**config.mk**
```make
export PLATFORM = sky130hd
export DESIGN_NAME = lc2k_multicycle_ctrl
export DESIGN_NICKNAME = d
export VERILOG_FILES = /design/src/rtl/lc2k_multicycle_ctrl.sv
export SDC_FILE = /design/constraint.sdc
export NUM_CORES = 1
export LEC_CHECK = 0
export CAP_MARGIN = 5
export CORE_MARGIN = 2
export CORE_UTILIZATION = 49
export CTS_BUF_LIST = sky130_fd_sc_hd__clkbuf_4 sky130_fd_sc_hd__clkbuf_8 sky130_fd_sc_hd__clkbuf_16
export DETAILED_ROUTE_END_ITERATION = 6
export GPL_TIMING_DRIVEN = 0
export HOLD_SLACK_MARGIN = 0.1
export PLACE_DENSITY = 0.95
export SLEW_MARGIN = 20
export SYNTH_ARGS = -nofsm -noshare
export SYNTH_HDL_FRONTEND = slang
export SYNTH_SLANG_ARGS = --single-unit
```
**constraint.sdc**
```tcl
create_clock -name clk -period 4.76 [get_ports clk]
set_input_delay 0.952 -clock clk [delete_from_list [all_inputs] [get_ports clk]]
set_output_delay 0.952 -clock clk [all_outputs]
set_load 0.01 [all_outputs]
```
**src/rtl/lc2k_multicycle_ctrl.sv**
```systemverilog
// Multicycle control FSM for the LC2K CPU: fetch/decode/exec/mem/wb sequencing,
// datapath control decode and retired-instruction counting.
module lc2k_multicycle_ctrl #(
    parameter int unsigned CNT_W = 32
) (
    input  logic             clk,
    input  logic             reset,
    input  logic [31:0]      mem_rdata,
    input  logic             mem_ready,
    input  logic             alu_zero,
    output logic             mem_read,
    output logic             mem_write,
    output logic             mem_addr_sel,
    output logic             ir_write,
    output logic             pc_write,
    output logic [1:0]       pc_src,
    output logic [1:0]       alu_op,
    output logic             alu_valb_sel,
    output logic             reg_write,
    output logic [1:0]       reg_dst_sel,
    output logic [1:0]       wb_sel,
    output logic [2:0]       opcode,
    output logic             halted,
    output logic [CNT_W-1:0] instr_count
);

    localparam logic [2:0] S_FETCH  = 3'd0;
    localparam logic [2:0] S_DECODE = 3'd1;
    localparam logic [2:0] S_EXEC   = 3'd2;
    localparam logic [2:0] S_MEM    = 3'd3;
    localparam logic [2:0] S_WB     = 3'd4;
    localparam logic [2:0] S_HALT   = 3'd5;

    localparam logic [2:0] OP_ADD  = 3'd0;
    localparam logic [2:0] OP_NOR  = 3'd1;
    localparam logic [2:0] OP_LW   = 3'd2;
    localparam logic [2:0] OP_SW   = 3'd3;
    localparam logic [2:0] OP_BEQ  = 3'd4;
    localparam logic [2:0] OP_JALR = 3'd5;
    localparam logic [2:0] OP_HALT = 3'd6;
    localparam logic [2:0] OP_NOOP = 3'd7;

    logic [2:0]       r_state;
    logic [2:0]       w_state_nxt;
    logic [31:0]      r_ir;
    logic [CNT_W-1:0] r_count;
    logic             w_retire;
    logic [2:0]       w_op;
    logic [2:0]       w_rega;
    logic [2:0]       w_regb;
    logic [2:0]       w_dst;
    logic             w_unused_ir;

    assign w_op        = r_ir[24:22];
    assign w_rega      = r_ir[21:19];
    assign w_regb      = r_ir[18:16];
    assign w_dst       = r_ir[2:0];
    assign w_unused_ir = ^{r_ir[31:25], r_ir[15:3]};

    assign opcode      = w_op;
    assign instr_count = r_count;

    // State and instruction register
    always_ff @(posedge clk or posedge reset) begin
        if (reset) begin
            r_state <= S_FETCH;
            r_ir    <= 32'd0;
        end else begin
            r_state <= w_state_nxt;
            if (ir_write) begin
                r_ir <= mem_rdata;
            end
        end
    end

    // Retired-instruction counter, wraps naturally
    always_ff @(posedge clk or posedge reset) begin
        if (reset) begin
            r_count <= '0;
        end else if (w_retire) begin
            r_count <= r_count + CNT_W'(1);
        end
    end

    // Next-state and retire decode
    always_comb begin
        w_state_nxt = r_state;
        w_retire    = 1'b0;
        case (r_state)
            S_FETCH: begin
                if (mem_ready) begin
                    w_state_nxt = S_DECODE;
                end
            end
            S_DECODE: begin
                case (w_op)
                    OP_HALT: begin
                        w_state_nxt = S_HALT;
                        w_retire    = 1'b1;
                    end
                    OP_NOOP: begin
                        w_state_nxt = S_FETCH;
                        w_retire    = 1'b1;
                    end
                    default: w_state_nxt = S_EXEC;
                endcase
            end
            S_EXEC: begin
                case (w_op)
                    OP_ADD, OP_NOR: w_state_nxt = S_WB;
                    OP_LW, OP_SW:   w_state_nxt = S_MEM;
                    default: begin
                        w_state_nxt = S_FETCH;
                        w_retire    = 1'b1;
                    end
                endcase
            end
            S_MEM: begin
                if (mem_ready) begin
                    if (w_op == OP_LW) begin
                        w_state_nxt = S_WB;
                    end else begin
                        w_state_nxt = S_FETCH;
                        w_retire    = 1'b1;
                    end
                end
            end
            S_WB: begin
                w_state_nxt = S_FETCH;
                w_retire    = 1'b1;
            end
            S_HALT:  w_state_nxt = S_HALT;
            default: w_state_nxt = S_FETCH;
        endcase
    end

    // Datapath control decode
    always_comb begin
        mem_read     = 1'b0;
        mem_write    = 1'b0;
        mem_addr_sel = 1'b0;
        ir_write     = 1'b0;
        pc_write     = 1'b0;
        pc_src       = 2'd0;
        alu_op       = 2'd0;
        alu_valb_sel = 1'b0;
        reg_write    = 1'b0;
        reg_dst_sel  = 2'd0;
        wb_sel       = 2'd0;
        halted       = 1'b0;
        case (r_state)
            S_FETCH: begin
                mem_read = 1'b1;
                ir_write = mem_ready;
            end
            S_DECODE: begin
                pc_write = 1'b1;
            end
            S_EXEC: begin
                case (w_op)
                    OP_ADD: alu_valb_sel = 1'b1;
                    OP_NOR: begin
                        alu_op       = 2'd1;
                        alu_valb_sel = 1'b1;
                    end
                    OP_BEQ: begin
                        alu_op       = 2'd2;
                        alu_valb_sel = 1'b1;
                        pc_write     = alu_zero;
                        pc_src       = alu_zero ? 2'd1 : 2'd0;
                    end
                    OP_JALR: begin
                        reg_write   = (w_regb != 3'd0);
                        reg_dst_sel = 2'd1;
                        wb_sel      = 2'd2;
                        pc_write    = (w_rega != w_regb);
                        pc_src      = 2'd2;
                    end
                    default: ;
                endcase
            end
            S_MEM: begin
                mem_addr_sel = 1'b1;
                mem_read     = (w_op == OP_LW);
                mem_write    = (w_op != OP_LW);
            end
            S_WB: begin
                if (w_op == OP_LW) begin
                    reg_dst_sel = 2'd1;
                    wb_sel      = 2'd1;
                    reg_write   = (w_regb != 3'd0);
                end else begin
                    reg_write   = (w_dst != 3'd0);
                end
            end
            S_HALT:  halted = 1'b1;
            default: ;
        endcase
        // Strobes are suppressed while reset is held so no access leaks through it
        if (reset) begin
            mem_read  = 1'b0;
            mem_write = 1'b0;
            ir_write  = 1'b0;
            pc_write  = 1'b0;
            reg_write = 1'b0;
        end
    end

endmodule

```
Yosys cells after proc, flatten, opt, wreduce, memory -nomap -nowiden
Cells that the tools add are included.
- output and inout port bits: 51
- word-level logic and storage cells: 68
- register bits: 60
- bits of input ports: 36
- reductions and logical operators: 10
- eq/ne operators: 16
- add/subtract/negate cells: 1
- multiplexer cells: 38
- operator list (operator ; number):
    32-bit by 1-bit adder with 32-bit output, second input constant ; 1
    1-bit two-way mux ; 20
    3-bit equality test, second input constant ; 6
    3-bit one-hot mux with 5 select lines ; 1
    3-bit by 2-bit equality test with 1-bit output, second input constant ; 4
    2-bit one-hot mux with 2 select lines ; 3
    3-bit one-hot mux with 2 select lines ; 2
    1-bit one-hot mux with 2 select lines ; 5
    3-bit two-way mux ; 3
    3-bit by 1-bit equality test with 1-bit output, second input constant ; 2
    3-bit zero test ; 2
    2-bit two-way mux ; 3
    3-bit nonzero test ; 2
    2-bit OR reduction ; 3
    2-bit inequality test, second input constant ; 2
    1-bit one-hot mux with 4 select lines ; 1
    4-bit OR reduction ; 1
    3-bit by 2-bit inequality test with 1-bit output, second input constant ; 1
    3-bit inequality test ; 1
    3-bit OR reduction ; 1
    2-bit AND reduction ; 1

Depth between registers and ports, before layout
- depth in word-level cells: 4
- gate-level depth with buffers: 7
- gate-level depth less buffers: 5

Worst setup path before layout
OpenSTA, ideal clock, no wires.
- path type: input-to-output
- start point: input port reset
- end point: output port mem_write
- path buffers: 0
- data required time: 3808 ps
- stages: 2
- arrival: 2301 ps
- path slack: 1507 ps
- cells stage by stage: inv_1 -> and3_1
- cells in the longest elaborated chain, start to end: 1
- ends and longest elaborated chain (what ; line ; text):
    start: declaration ; 7 ; input logic reset,
    1-bit two-way mux ; 200 ; if (reset) begin
    end: declaration ; 12 ; output logic mem_write,
Every way passes these cells.

Worst setup path after layout
- start point: input port reset
- end point: output port ir_write
- cells in the longest elaborated chain, start to end: 1
- ends and longest elaborated chain (what ; line ; text):
    1-bit two-way mux ; 200 ;
    end: declaration ; 14 ; output logic ir_write,
Every way passes these cells.

==> flow_metrics.py <==
metrics = {
    "synth": {
        "synth.top_cell.area_share_pct": 46.6,
        "synth_top_family_by_area": "simple AND/OR/NAND/NOR gates",
        "avgSynthCellArea_um2": 9.64,
        "yosys.area_share.adder_pct": 0.496,
        "yosys.area.top_type": "dfrtp_1",
        "yosysSeqAreaShare_pct": 46.6,
        "syn-instance-count": 262,
        "synth_nets": 299,
        "synth_xor_area_share_pct": 12.1,
        "synth_edf_count": 0,
        "synthMuxAreaShare_pct": 1.29,
        "async_reset_ff_share_pct": 100,
        "ys_ff_latch": 47,
        "yosys.area_share.simple_pct": 27.3,
        "yosys_most_used_dff": "dfrtp_1",
        "synth_area_leaders": "dfrtp_1, nand2_1, xnor2_1",
        "synth_compound_area_share_pct": 8.52,
        "synth.distinct_cells": 46,
        "yosys_warnings": 0,
        "synth_area_um2": 2520,
    },
    "die": {
        "die_x_um": 75.8,
        "rows": 26,
        "initial_core_util_pct": 50.1,
        "ios": 87,
        "die-area_um2": 5740,
        "core_um2": 5040,
        "die_y_um": 75.8,
    },
    "routing": {
        "first_pass_iters": 4,
        "avgViaCountPerCell": 5.35,
        "drtIter0Drc": 138,
        "wl_um": 5860,
        "antenna_left": 0,
        "wl_per_cell_um": 14.4,
        "vias": 2174,
        "route.detailed.drc": 0,
    },
    "cells_and_area": {
        "antennaDiodeCount": 0,
        "seq_area_um2": 1180,
        "multi_input_area_um2": 1260,
        "synthToLayoutAreaGrowth_pct": 33.5,
        "nFillCells": 381,
        "drive_gt1_share_pct": 9.82,
        "nets": 372,
    },
    "clocking": {
        "cts_sinks": 47,
        "cts_setup_buffers": 0,
        "ctsHoldBuffers": 0,
        "post_cts_resized": 0,
        "cts_buffers": 5,
        "ctsRootBufferMaster": "clkbuf_8",
        "clkTransAtPathRegs_ns": 0.09,
        "cts_buffer_depth": 2,
        "clk_latency_ns": 0.30,
        "cts-htree-levels": 2,
        "cts_tree": "yes",
    },
    "timing": {
        "setup_viol": 0,
        "tightest_slew_ns": 0.863,
        "post-route-min-period_ns": 3.88,
        "final-hold-violation-count": 0,
        "fmax_mhz": 258,
        "grt_setup_unrepaired": "no",
        "fin_crit_sh_pct": 81.6,
        "layout_setup_ws_ns": 0.878,
        "relSlewSlack_pct": 41.7,
        "drv_slew": 0,
        "setup_tns_ns": 0,
        "finClkSkew_ns": 0.00836,
    },
    "placement": {
        "portBuffers": 65,
        "dp_slack_ns": 0.903,
        "place_congestion": 0.844,
        "hpwl_um": 4220,
    },
    "critical_path": {
        "path_class": "input port to primary output",
        "endpoint_kind": "primary output",
        "r2r_start": "instr_count[7]$_DFFE_PP0P_",
        "arrival_ns": 2.93,
        "crit_path_start_kind": "input port",
        "r2r_slack_ns": 2.81,
        "required_ns": 3.81,
        "timing.rr.end": "instr_count[28]$_DFFE_PP0P_",
        "critPathLaunch": "reset",
        "reg2regPathDepth": 5,
        "critPathMaxFanout": 10,
    },
    "worst_hold_path": {
        "hold-path-endpoint": "instr_count[31]$_DFFE_PP0P_",
        "hold_path.startpoint": "instr_count[31]$_DFFE_PP0P_",
        "whs_path_depth": 1,
        "hold_class": "flop to flop",
    },
    "flow_run": {
        "maxCapViolCount": 0,
    },
    "grt": {
        "grt_max_degree": 37,
        "grt_use_total_pct": 21.1,
        "antenna_found_initial": 0,
        "grt_pass1_vias": 2007,
        "grt_pass1_wl_um": 9370,
        "grt_overflow": 0,
    },
    "pwr": {
        "power.density_nw_per_um2": 430,
        "ir_drop_mv": 0.326,
        "p_leak_nw": 1.55,
    },
    "run_status": {
        "outcome": "completed",
    },
}
==> stage by stage <==
| step | utilization [%] | cell area, µm² | total power [W] | hold slack (ns) | std cells |
|---|---|---|---|---|---|
| detailed placement | 65.1 | 3280 | 0.00121 | 0.466 | 398 |
| floorplan | - | 2520 | 0.000977 | 0.446 | 262 |
| CTS | 66.9 | 3370 | 0.00145 | 0.480 | 406 |
| global placement | 64.7 | 3260 | 0.00118 | 0.457 | 397 |
| global route | 66.9 | 3370 | 0.00154 | 0.502 | 406 |
| finish | 66.9 | 3370 | 0.00145 | 0.479 | 406 |
==> synthesized netlist by cell type, drive strengths merged (3+ instances only) <==
library cell	instances
nand2	52
dfrtp	47
nor2	19
xnor2	19
xor2	16
and3	13
nand3	11
nand4	11
buf	8
a21oi	6
o21ai	6
clkbuf	5
nor4	5
and2	4
inv	4
nor3	4
a21boi	3
==> worst max path at each step <==
stage,depth (start not counted),end,slack (ns)
6_report,6,ir_write,0.88
3_3_place_gp,4,mem_write,0.12
2_1_floorplan,2,mem_write,1.51
4_1_cts,6,ir_write,0.89
3_5_place_dp,6,ir_write,0.90
5_1_grt,6,ir_write,0.73
==> flip-flops by register name (all words and copies together), names as in the netlist <==
signal       flops
instr_count     32
r_state          3
r_ir            12
==> where the power goes <==
group          switching (W)  leakage, nW  internal, W
Sequential         0.0000731        0.628     0.000480
Combinational       0.000339        0.874     0.000314
Clock               0.000135       0.0446     0.000109
==> layer usage <==
layer	GRT usage, %	up-vias	wire length [µm]
li1	-	1033	-
met1	28.7	1077	2530
met2	34.4	57	3030
met3	4.37	7	231
met4	5.85	0	68
met5	0	-	0
==> critical path, cell delays in order <==
cell	delay, ns
clkdlybuf4s50_1	0.51
nor2_1	0.17
nand3_1	0.18
inv_1	0.15
clkbuf_1	0.35
clkdlybuf4s50_1	0.62
==> cells in the final DEF (no fill, tap or decap), types with 2 or more instances in the layout <==
cell,instances
nand3_1,11
nor3_1,4
mux2_2,2
a21oi_1,6
nand4_1,11
and3b_1,2
xor2_1,16
nor2_1,19
buf_4,6
clkbuf_8,5
or2_2,2
nor2b_1,2
buf_2,2
a21boi_2,2
xnor2_1,19
and2_1,4
and3_1,13
o31ai_1,2
o21ai_0,4
and4_1,2
nor4_1,3
clkdlybuf4s50_1,65
nand2_1,52
dfrtp_1,47
inv_1,3
clkbuf_1,5
==> cell type report <==
type	instances	area share [%]
Clock inverter	2	0.371
Buffer	13	2.19
Timing Repair Buffer	66	19.9
Inverter	4	0.445
Multi-Input combinational cell	198	37.4
Sequential cell	47	34.9
Clock buffer	6	2.26
Tap cell	70	2.60
==> kinds of logic after synthesis <==
kind of cell / count (synthesis)
buf+inv: 17
fa+ha+maj: 1
compound gates: 25
flops: 47
xor+xnor: 35
mux: 3
simple gates: 133
other cells: 1
Power figures use the tool's default switching activity.
